### src/rtl/seg7_scan_to_bcd.sv
// Scanned 7-segment bus receiver: decode, per-digit glitch filter, frame handshake.
// Optional decimal-point capture is built when SEG7_DP_EN is defined.
module seg7_scan_to_bcd #(
    parameter int NUM_DIGITS = 4,
    parameter int STABLE_CNT = 3
) (
    input  logic                    clk,
    input  logic                    rst_n,
    input  logic [6:0]              seg,
    input  logic [NUM_DIGITS-1:0]   dig_sel,
`ifdef SEG7_DP_EN
    input  logic                    dp,
    output logic [NUM_DIGITS-1:0]   out_dp,
`endif
    output logic [4*NUM_DIGITS-1:0] out_bcd,
    output logic [NUM_DIGITS-1:0]   out_err,
    output logic                    out_valid,
    input  logic                    out_ready
);

    localparam logic [3:0]            CNT_MAX = 4'(STABLE_CNT);
    localparam logic [NUM_DIGITS-1:0] ONE     = NUM_DIGITS'(1);

    logic [3:0]                  code;
    logic                        sample;
    logic                        load;
    logic [NUM_DIGITS-1:0]       match;
    logic [NUM_DIGITS-1:0]       commit;
    logic [NUM_DIGITS-1:0]       err_reg;
    logic [NUM_DIGITS-1:0]       seen;
    logic [NUM_DIGITS-1:0][3:0]  last_code;
    logic [NUM_DIGITS-1:0][3:0]  last_nxt;
    logic [NUM_DIGITS-1:0][3:0]  cnt;
    logic [NUM_DIGITS-1:0][3:0]  cnt_nxt;
    logic [NUM_DIGITS-1:0][3:0]  digit_reg;
`ifdef SEG7_DP_EN
    logic [NUM_DIGITS-1:0]       last_dp;
    logic [NUM_DIGITS-1:0]       dp_reg;
`endif

    always_comb begin
        case (seg)
            7'b1111110: code = 4'd0;
            7'b0110000: code = 4'd1;
            7'b1101101: code = 4'd2;
            7'b1111001: code = 4'd3;
            7'b0110011: code = 4'd4;
            7'b1011011: code = 4'd5;
            7'b1011111: code = 4'd6;
            7'b1110000: code = 4'd7;
            7'b1111111: code = 4'd8;
            7'b1111011: code = 4'd9;
            7'b0000000: code = 4'hF;
            default:    code = 4'hE;
        endcase
    end

    // zero or multi-hot selects are bus transitions, not samples
    assign sample = (dig_sel != '0) && ((dig_sel & (dig_sel - ONE)) == '0);
    assign load   = (&seen) && (!out_valid || out_ready);

    always_comb begin
        match = '0;
        for (int i = 0; i < NUM_DIGITS; i++) begin
`ifdef SEG7_DP_EN
            match[i] = (code == last_code[i]) && (dp == last_dp[i]);
`else
            match[i] = (code == last_code[i]);
`endif
        end
    end

    always_comb begin
        last_nxt = last_code;
        cnt_nxt  = cnt;
        commit   = '0;
        for (int i = 0; i < NUM_DIGITS; i++) begin
            if (sample && dig_sel[i]) begin
                if (match[i]) begin
                    if (cnt[i] < CNT_MAX) begin
                        cnt_nxt[i] = cnt[i] + 4'd1;
                        commit[i]  = (cnt[i] + 4'd1 == CNT_MAX);
                    end
                end else begin
                    last_nxt[i] = code;
                    cnt_nxt[i]  = 4'd1;
                    commit[i]   = (CNT_MAX == 4'd1);
                end
            end
        end
    end

    always_ff @(posedge clk or negedge rst_n) begin
        if (!rst_n) begin
            last_code <= {NUM_DIGITS{4'hF}};
            cnt       <= '0;
            digit_reg <= '0;
            err_reg   <= '0;
            seen      <= '0;
            out_bcd   <= '0;
            out_err   <= '0;
            out_valid <= 1'b0;
        end else begin
            last_code <= last_nxt;
            cnt       <= cnt_nxt;
            for (int i = 0; i < NUM_DIGITS; i++) begin
                if (commit[i]) begin
                    digit_reg[i] <= code;
                    err_reg[i]   <= (code == 4'hE);
                end
            end
            // a same-cycle commit keeps its seen bit across a load
            seen <= (load ? '0 : seen) | commit;
            if (load) begin
                out_bcd   <= digit_reg;
                out_err   <= err_reg;
                out_valid <= 1'b1;
            end else if (out_ready) begin
                out_valid <= 1'b0;
            end
        end
    end

`ifdef SEG7_DP_EN
    always_ff @(posedge clk or negedge rst_n) begin
        if (!rst_n) begin
            last_dp <= '0;
            dp_reg  <= '0;
            out_dp  <= '0;
        end else begin
            for (int i = 0; i < NUM_DIGITS; i++) begin
                if (sample && dig_sel[i] && !match[i]) begin
                    last_dp[i] <= dp;
                end
                if (commit[i]) begin
                    dp_reg[i] <= dp;
                end
            end
            if (load) begin
                out_dp <= dp_reg;
            end
        end
    end
`endif

endmodule

### config.mk
export PLATFORM = sky130hd
export DESIGN_NAME = seg7_scan_to_bcd
export DESIGN_NICKNAME = d
export VERILOG_FILES = /design/src/rtl/seg7_scan_to_bcd.sv
export SDC_FILE = /design/constraint.sdc
export NUM_CORES = 1
export LEC_CHECK = 0
export CAP_MARGIN = 20
export CORE_ASPECT_RATIO = 0.7
export CORE_MARGIN = 3
export CORE_UTILIZATION = 61
export CTS_CLUSTER_DIAMETER = 200
export DETAILED_ROUTE_END_ITERATION = 10
export PLACE_DENSITY = 0.84
export SLEW_MARGIN = 20
export SYNTH_ARGS = -nofsm -noshare
export SYNTH_HDL_FRONTEND = slang
export SYNTH_SLANG_ARGS = --single-unit
export TNS_END_PERCENT = 100
### constraint.sdc
create_clock -name clk -period 3.12 [get_ports clk]
set_clock_uncertainty 0.05 [all_clocks]
set_input_delay 0.624 -clock clk [delete_from_list [all_inputs] [get_ports clk]]
set_output_delay 0.624 -clock clk [all_outputs]
set_load 0.01 [all_outputs]
# After elaboration in Yosys (flattened, before gate mapping)
# Cells that the tools add are included.
classes:
  muxes: 24
  eq_ne: 23
  n_div: 0
  shifts: 0
  n_lt_le_gt_ge: 4
  multipliers: 0
  n_reduce_logical: 21
  addsub: 5
  bitwise: 6
ops:
  columns: ["cell", "n"]
  rows:
  - ["7-bit == test (second input constant)", 8]
  - ["4-bit case mux with 11 select lines", 1]
  - ["4-bit 2-to-1 mux", 9]
  - ["4-bit by 1-bit adder with 4-bit output (second input constant)", 4]
  - ["4-bit by 2-bit == test with 1-bit output (second input constant)", 4]
  - ["4-bit == test", 4]
  - ["4-bit by 2-bit < comparator with 1-bit output (second input constant)", 4]
  - ["2-bit AND reduction", 8]
  - ["7-bit by 6-bit == test with 1-bit output (second input constant)", 2]
  - ["1-bit 2-to-1 mux", 14]
  - ["2-bit by 1-bit inequality test with 1-bit output (second input constant)", 4]
  - ["7-bit zero test", 1]
  - ["1-bit logical AND", 6]
  - ["4-bit AND", 1]
  - ["4-bit == test (second input constant)", 1]
  - ["4-bit zero test", 1]
  - ["1-bit NOT", 4]
  - ["4-bit OR", 1]
  - ["4-bit AND reduction", 1]
  - ["4-bit nonzero test", 1]
  - ["4-bit by 1-bit subtractor with 4-bit output (second input constant)", 1]
  - ["2-bit nonzero test", 1]
  - ["1-bit zero test", 1]
  - ["1-bit logical OR", 1]
totals:
  inputBits: 14
  memories: 0
  ff_bits: 77
  latch_bits: 0
  out_inout_bits: 21
  rom_bits: 0
  ramBits: 0

# Logic depth before layout (Yosys ltp)
# Gate-level depths: netlist of the first run.
logic_depth:
  depth_word: 7
  depth_mapped: 9
  mapped_depth_nobuf: 7

# Least setup slack after synthesis of the first run
# No wires, ideal clock.
synth_timing:
  path_kind: "input -> register"
  start: "in seg[5]"
  end: "reg digit_reg[2] in the netlist's numbering"
  path_slack_ps: 244
  arrival_ps: 2698
  setup_time_ps: 128
  stages: 9
  path_buffers: 2
  path_cell_list: "buf_2 or3_1 a21oi_1 nor2_1 buf_2 xor2_1 nand4_1 or3_1 mux2_1"
synth_via:
  elab_chain_len: 5
  elab_cells_between_ends: 15
synth_rtl:
  columns: ["item", "line", "text"]
  rows:
  - ["start: declaration", "9", "input logic [6:0] seg,"]
  - ["7-bit == test (tied with other cells)", "42", "case (seg)"]
  - ["4-bit case mux with 11 select lines (*)", "42", null]
  - ["4-bit == test", "68", "match[i] = (code == last_code[i]);"]
  - ["1-bit 2-to-1 mux", "79", "if (match[i]) begin"]
  - ["1-bit 2-to-1 mux", "78", "if (sample && dig_sel[i]) begin"]
  - ["end signal: indexed assignment", "108", "digit_reg[i] <= code;"]
  - ["end: declaration", "35", "logic [NUM_DIGITS-1:0][3:0] digit_reg;"]
# Every way passes the cells marked *; elsewhere a longest branch is shown, timed or not.
# A chain may end at the register's enable or synchronous reset.

# Worst setup path in the final report of the first run
layout_timing:
  start: "in seg[2]"
  end: "reg digit_reg[10] in the netlist's numbering"
# Same word-level chain as after synthesis.

==> summary.md, run 1 <==
| Metric | Value |
|---|---|
| Commonest non-fill, non-tap cell in the layout | dfrtp_1 |
| Final WL | 9.80 mm |
| Core Box Area | 5870 um2 |
| F_max | 325 MHz |
| YS warnings | 0 |
| CTS tree | yes |
| Global-route wire length before repair | 15.6 mm |
| Synth Area per Inst | 11.7 um2 |
| WP data arrival | 3.27 ns |
| Row cnt | 23 |
| Post-synth cell types | 58 |
| Clock sink count | 77 |
| R2r setup slk | 0.70 ns |
| Gr ovfl total | 0 |
| Most frequent cells in the layout | dfrtp_1 (61), buf_4 (57), mux2_2 (27), clkdlybuf4s50_1 (27), dfstp_2 (16) |
| Detailed placement HPWL | 6.57 mm |
| Final setup vio count | 0 |
| RR Endpoint | digit_reg[11]$_DFFE_PN0P_ |
| Sequential area share after synthesis | 51.1% |
| Slew @ Worst Pin | 0.942 ns |
| Finished Layout Cells | 495 |
| Die W | 100 um |
| Clk pin slew, worst setup/hold paths | 0.09 ns |
| Per-cell routed wire length | 19.8 um |
| P&R area growth vs syn | 29.8% |
| CTS hold repair buffers | 0 |
| TNS Setup | 0 ns |
| CP Capture Type | flop |
| DRC Markers | 0 |
| R2r worst-path depth | 6 |
| Largest net degree at the start of global routing | 78 |
| Number of max-cap violations | 0 |
| CP Data Required Time | 3.32 ns |
| Initial DRC count | 271 |
| Antenna-violating nets left | 0 |
| Vias per Instance | 6.21 |
| Die Ht | 72.1 um |
| Synthesized cell area | 3810 um2 |
| Final Hold Fails | 0 |
| Post-Synthesis Cells | 327 |
| Crit path kind | input pin to flop |
| Startpoint Class | input pin |
| Yosys reg bits | 77 |
| Share of layout cells above drive strength 1 | 34.3% |
| Status | finished clean |
| Die area | 7250 um2 |
| Sequential Area | 1950 um2 |
| Fillers | 290 |
| Min Tclk post-route | 3.07 ns |
| Syn nets | 349 |
| R2r startpoint | cnt[9]$_DFFE_PN0P_ |
| H-tree levels | 3 |
| Initial antenna violation count | 0 |
| I/O Buffers | 34 |
| Pleak | 2.32 nW |
| Vias in the first global route | 3179 |
| Maximum fanout along the worst path | 5 |
| Final net count | 437 |
| 1st-pass router iterations | 4 |
| Multi-input logic area | 1850 um2 |
| CTS Buf Count | 9 |
| Peak supply drop | 0.407 mV |
| Async SR Flop Fraction | 100% |
| Number of synthesized flops with an enable pin | 0 |
| CTS Buffer Depth | 2 |
| # IOs | 35 |
| Tot GR Track Use | 28.2% |
| Dpl cells | 479 |
| Hold crit path type | input pin to asynchronous set/reset pin |
| Initial core utilization | 64.9% |
| Antenna diode instance count | 0 |
| Routed via count | 3073 |
| Worst-Skew Late Latency | 0.36 ns |
| Rel. slew slack | 37.2% |
| P per Cell Area | 510 nW/um2 |
| Fin. max-slew vios | 0 |
| RePlAce Congestion | 0.888 |
| Ys flop type | dfrtp_1 |
| Clk root buf | clkbuf_8 |
| Period utilization | 98.5% |
## metal layers
metal / part of all wire (%) / GRT usage, % / vias to the layer above
li1: - / - / 1377
met1: 40 / 35.5 / 1528
met2: 50 / 47.6 / 135
met3: 6.6 / 7.78 / 33
met4: 3.1 / 9.42 / 0
met5: 0 / 0 / -
## cell type report
class,instances,share of cell area (%)
flip-flops and latches,77,39.4
repair buffers,90,15.6
multi-input cells,226,37.3
well taps,75,1.90
clock buffers,9,2.50
inverters,11,0.835
clock inverters,7,2.45
## through the flow
| stage | hold WS [ns] | worst slack, ns | instance area [um2] | power, mW | util, % |
|---|---|---|---|---|---|
| 6_report | 0.348 | 0.0474 | 4950 | 2.52 | 84.3 |
| 4_1_cts | 0.395 | -0.00566 | 4850 | 2.50 | 82.6 |
| 2_1_floorplan | 0.278 | 0.244 | 3810 | 1.40 | - |
| 3_3_place_gp | 0.411 | -0.279 | 4600 | 1.55 | 78.4 |
| 3_5_place_dp | 0.436 | -0.407 | 4600 | 1.58 | 78.4 |
| 5_1_grt | 0.418 | -0.0710 | 4950 | 2.62 | 84.3 |
## where the power goes
part | total, mW | leakage, nW | switching [mW] | internal, mW
sequential | 1.16 | 0.975 | 0.0699 | 1.09
clock | 0.918 | 0.124 | 0.383 | 0.535
combinational | 0.444 | 1.22 | 0.239 | 0.205
## Yosys cell counts, drive strengths merged (3+ instances only)
cell type	n	share of area, %
dfrtp	61	40
mux2	32	9.6
a21oi	17	2.6
dfstp	16	11
nor3	16	3.0
nor2	15	1.5
nand2	14	1.4
xnor2	13	3.4
inv	11	1.1
or3	10	1.6
a21boi	8	1.6
ha	8	2.6
buf	7	1.2
o21ai	7	0.92
clkbuf	6	0.59
nor4b	6	1.4
o22a	6	1.4
o31a	6	1.4
a21o	5	0.98
nand3	5	0.66
or2	5	0.82
mux2i	4	1.1
nor4	4	0.66
and2	3	0.49
nand2b	3	0.49
nand3b	3	0.59
nand4	3	0.49
o22ai	3	0.49
o2bb2ai	3	0.69
o31ai	3	0.59
or4b	3	0.89
## kinds of logic (layout without fill, tap and decap cells)
family | Yosys count | count (layout) | share of synthesized area [%]
multiplexers | 36 | 36 | 10.6
XOR/XNOR | 15 | 15 | 3.84
adder cells (fa/ha/maj) | 8 | 8 | 2.63
flip-flops | 77 | 77 | 51.1
buffers and inverters | 24 | 117 | 2.89
AO/OA/AOI/OAI | 68 | 68 | 12.9
AND/OR/NAND/NOR | 99 | 99 | 16.1
## how the worst max path moves through the flow
stage | start | to | depth (start not counted)
finish | seg[2] | digit_reg[10]$_DFFE_PN0P_ | 9
global route | seg[2] | cnt[12]$_DFFE_PN0P_ | 9
CTS | seg[0] | digit_reg[5]$_DFFE_PN0P_ | 11
detailed placement | seg[1] | digit_reg[2]$_DFFE_PN0P_ | 9
global placement | seg[1] | cnt[0]$_DFFE_PN0P_ | 9
floorplan | seg[5] | digit_reg[2]$_DFFE_PN0P_ | 9
## critical path, cell delays in order
cell	delay (ns)
clkdlybuf4s50_1	0.57
nand4bb_1	0.21
o22ai_1	0.15
buf_4	0.16
nor4b_1	0.31
a311oi_1	0.14
or3_4	0.44
nor3_4	0.28
mux2_2	0.37
## repair_timing
item,in CTS,in global routing
endpoints found under the setup margin,7,36
setup buffers,0,0
pin swaps,0,1
resized for setup,1,20
cloned,0,0
(Power assumes the default switching activity.)
==> run 2, diff against run 1 <==
--- a/config.mk
+++ b/config.mk
@@ -16,4 +16,4 @@
 export SYNTH_ARGS = -nofsm -noshare
 export SYNTH_HDL_FRONTEND = slang
 export SYNTH_SLANG_ARGS = --single-unit
-export TNS_END_PERCENT = 100
+export TNS_END_PERCENT = 20
==> run 2 against run 1 <==
Effect of this change: worst hold slack better by 0.015 ns; critical path depth unchanged; count of clock-buffer cells in the layout unchanged; design area down 0.48%.
==> summary.md, run 2 (synthesis results as in run 1) <==
| Metric | Value |
|---|---|
| Maximum fanout along the worst path | 6 |
| Pleak | 2.31 nW |
| Gr ovfl total | 0 |
| Period utilization | 98.6% |
| I/O Buffers | 34 |
| Total power | 2.52 mW |
| Routed via count | 3092 |
| Final net count | 437 |
| Clk root buf | clkbuf_8 |
| P&R area growth vs syn | 29.1% |
| Number of max-cap violations | 0 |
| CTS hold repair buffers | 0 |
| CP Data Required Time | 3.30 ns |
| Hold crit path type | input pin to asynchronous set/reset pin |
| Clk network pwr share | 36.4% |
| # IOs | 35 |
| Crit path kind | input pin to flop |
| Worst-Skew Late Latency | 0.36 ns |
| Die Ht | 72.1 um |
| Util after Layout | 83.9% |
| Most frequent cells in the layout | dfrtp_1 (61), buf_4 (57), clkdlybuf4s50_1 (28) |
| Final Hold Fails | 0 |
| R2r setup slk | 0.70 ns |
| Global-route wire length before repair | 15.6 mm |
| Internal | 1.83 mW |
| CTS tree | yes |
| P per Cell Area | 511 nW/um2 |
| H-tree levels | 3 |
| 1st-pass router iterations | 5 |
| Tot GR Track Use | 28.2% |
| Fillers | 293 |
| CP Capture Type | flop |
| Core Box Area | 5870 um2 |
| Die area | 7250 um2 |
| Peak supply drop | 0.406 mV |
| Initial DRC count | 337 |
| Antenna-violating nets left | 0 |
| Vias per Instance | 6.25 |
| Final hold slack | 0.362 ns |
| Slew @ Worst Pin | 0.954 ns |
| RSZ-0062 raised after global routing | yes |
| Initial core utilization | 64.9% |
| Share of layout cells above drive strength 1 | 33.8% |
| Die W | 100 um |
| CTS Buffer Depth | 2 |
| Min Tclk post-route | 3.08 ns |
| Antenna diode instance count | 0 |
| Fin. max-slew vios | 0 |
| Detailed placement HPWL | 6.57 mm |
| Clk pin slew, worst setup/hold paths | 0.08 ns |
| Setup Buffers After CTS | 0 |
| Vias in the first global route | 3179 |
| TNS Setup | 0 ns |
| Rel. slew slack | 36.4% |
| Seq pwr share | 46.2% |
| Comb power frac | 17.5% |
| DRC Markers | 0 |
| Commonest non-fill, non-tap cell in the layout | dfrtp_1 |
| Row cnt | 23 |
| Sw frac | 27.4% |
| WP data arrival | 3.26 ns |
| Largest net degree at the start of global routing | 78 |
| Startpoint Class | input pin |
| Clock sink count | 77 |
| Initial antenna violation count | 0 |
| Final setup vio count | 0 |
| CTS Buf Count | 9 |
| F_max | 325 MHz |
| Status | finished clean |
| P_sw | 0.689 mW |
| RePlAce Congestion | 0.888 |
| Per-cell routed wire length | 19.7 um |
| Final WL | 9.74 mm |
## run 2: worst max-delay path, stage by stage
cell and delay (ns):
clkdlybuf4s50_1 0.59, nand4bb_1 0.22, o22ai_1 0.11, or3_1 0.44, and2_1 0.25, buf_4 0.18, xnor2_2 0.20, nor3_4 0.29
mux2_1 0.35
## run 2: layout make-up
cell class / count / area [um2] / area share, %
clock buffer: 9 / 124 / 2.52
clock inverter: 7 / 121 / 2.47
inverter: 11 / 41.3 / 0.839
multi-input combinational: 226 / 1830 / 37.1
sequential: 77 / 1950 / 39.5
tap: 75 / 93.8 / 1.91
timing repair buffer: 90 / 771 / 15.7
## run 2: path summary, 6_finish.rpt
path	startpoint	endpoint	cells after the start
max	seg[3]	digit_reg[14]$_DFFE_PN0P_	9
min	rst_n	cnt[6]$_DFFE_PN0P_	1
max reg2reg	cnt[9]$_DFFE_PN0P_	digit_reg[11]$_DFFE_PN0P_	6
min reg2reg	last_code[8]$_DFFE_PN1P_	last_code[8]$_DFFE_PN1P_	2
max in group asynchronous	rst_n	cnt[12]$_DFFE_PN0P_	1
min in group clk	last_code[8]$_DFFE_PN1P_	last_code[8]$_DFFE_PN1P_	2
## run 2: per-stage QoR
| step | setup WS (ns) | cells | instance area (um2) |
|---|---|---|---|
| floorplan | 0.244 | 327 | 3810 |
| global placement | -0.279 | 479 | 4600 |
| detailed placement | -0.407 | 479 | 4600 |
| CTS | -0.00566 | 495 | 4850 |
| global route | -0.124 | 495 | 4920 |
| finish | 0.0436 | 495 | 4920 |
## run 2: repair_timing
action / CTS / global route
pin swaps: 0 / 0
gates resized for setup: 1 / 16
endpoints found under the setup margin: 7 / 36
## run 2: routing by layer
metal,track usage (%),routed length [um],part of all wire (%),up-vias
met5,0,0,0,-
met4,9.42,230,2.4,0
met3,7.78,657,6.7,27
met2,47.6,4940,51,138
met1,35.5,3920,40,1542
li1,-,-,-,1385
## run 2: power groups by stage
stage               combinational [mW]  clock (mW)  sequential, mW
floorplan                        0.240           0            1.16
global placement                 0.381           0            1.17
detailed placement               0.403           0            1.17
CTS                              0.415       0.923            1.16
global route                     0.483       0.959            1.17
finish                           0.440       0.916            1.16
==> run 3, diff against run 2 <==
--- a/config.mk
+++ b/config.mk
@@ -5,7 +5,7 @@
 export SDC_FILE = /design/constraint.sdc
 export NUM_CORES = 1
 export LEC_CHECK = 0
-export CAP_MARGIN = 20
+export CAP_MARGIN = 10
 export CORE_ASPECT_RATIO = 0.7
 export CORE_MARGIN = 3
 export CORE_UTILIZATION = 61
==> results of run 3 <==
Same layout as run 2: the final DEF is identical, and so are final timing and power.
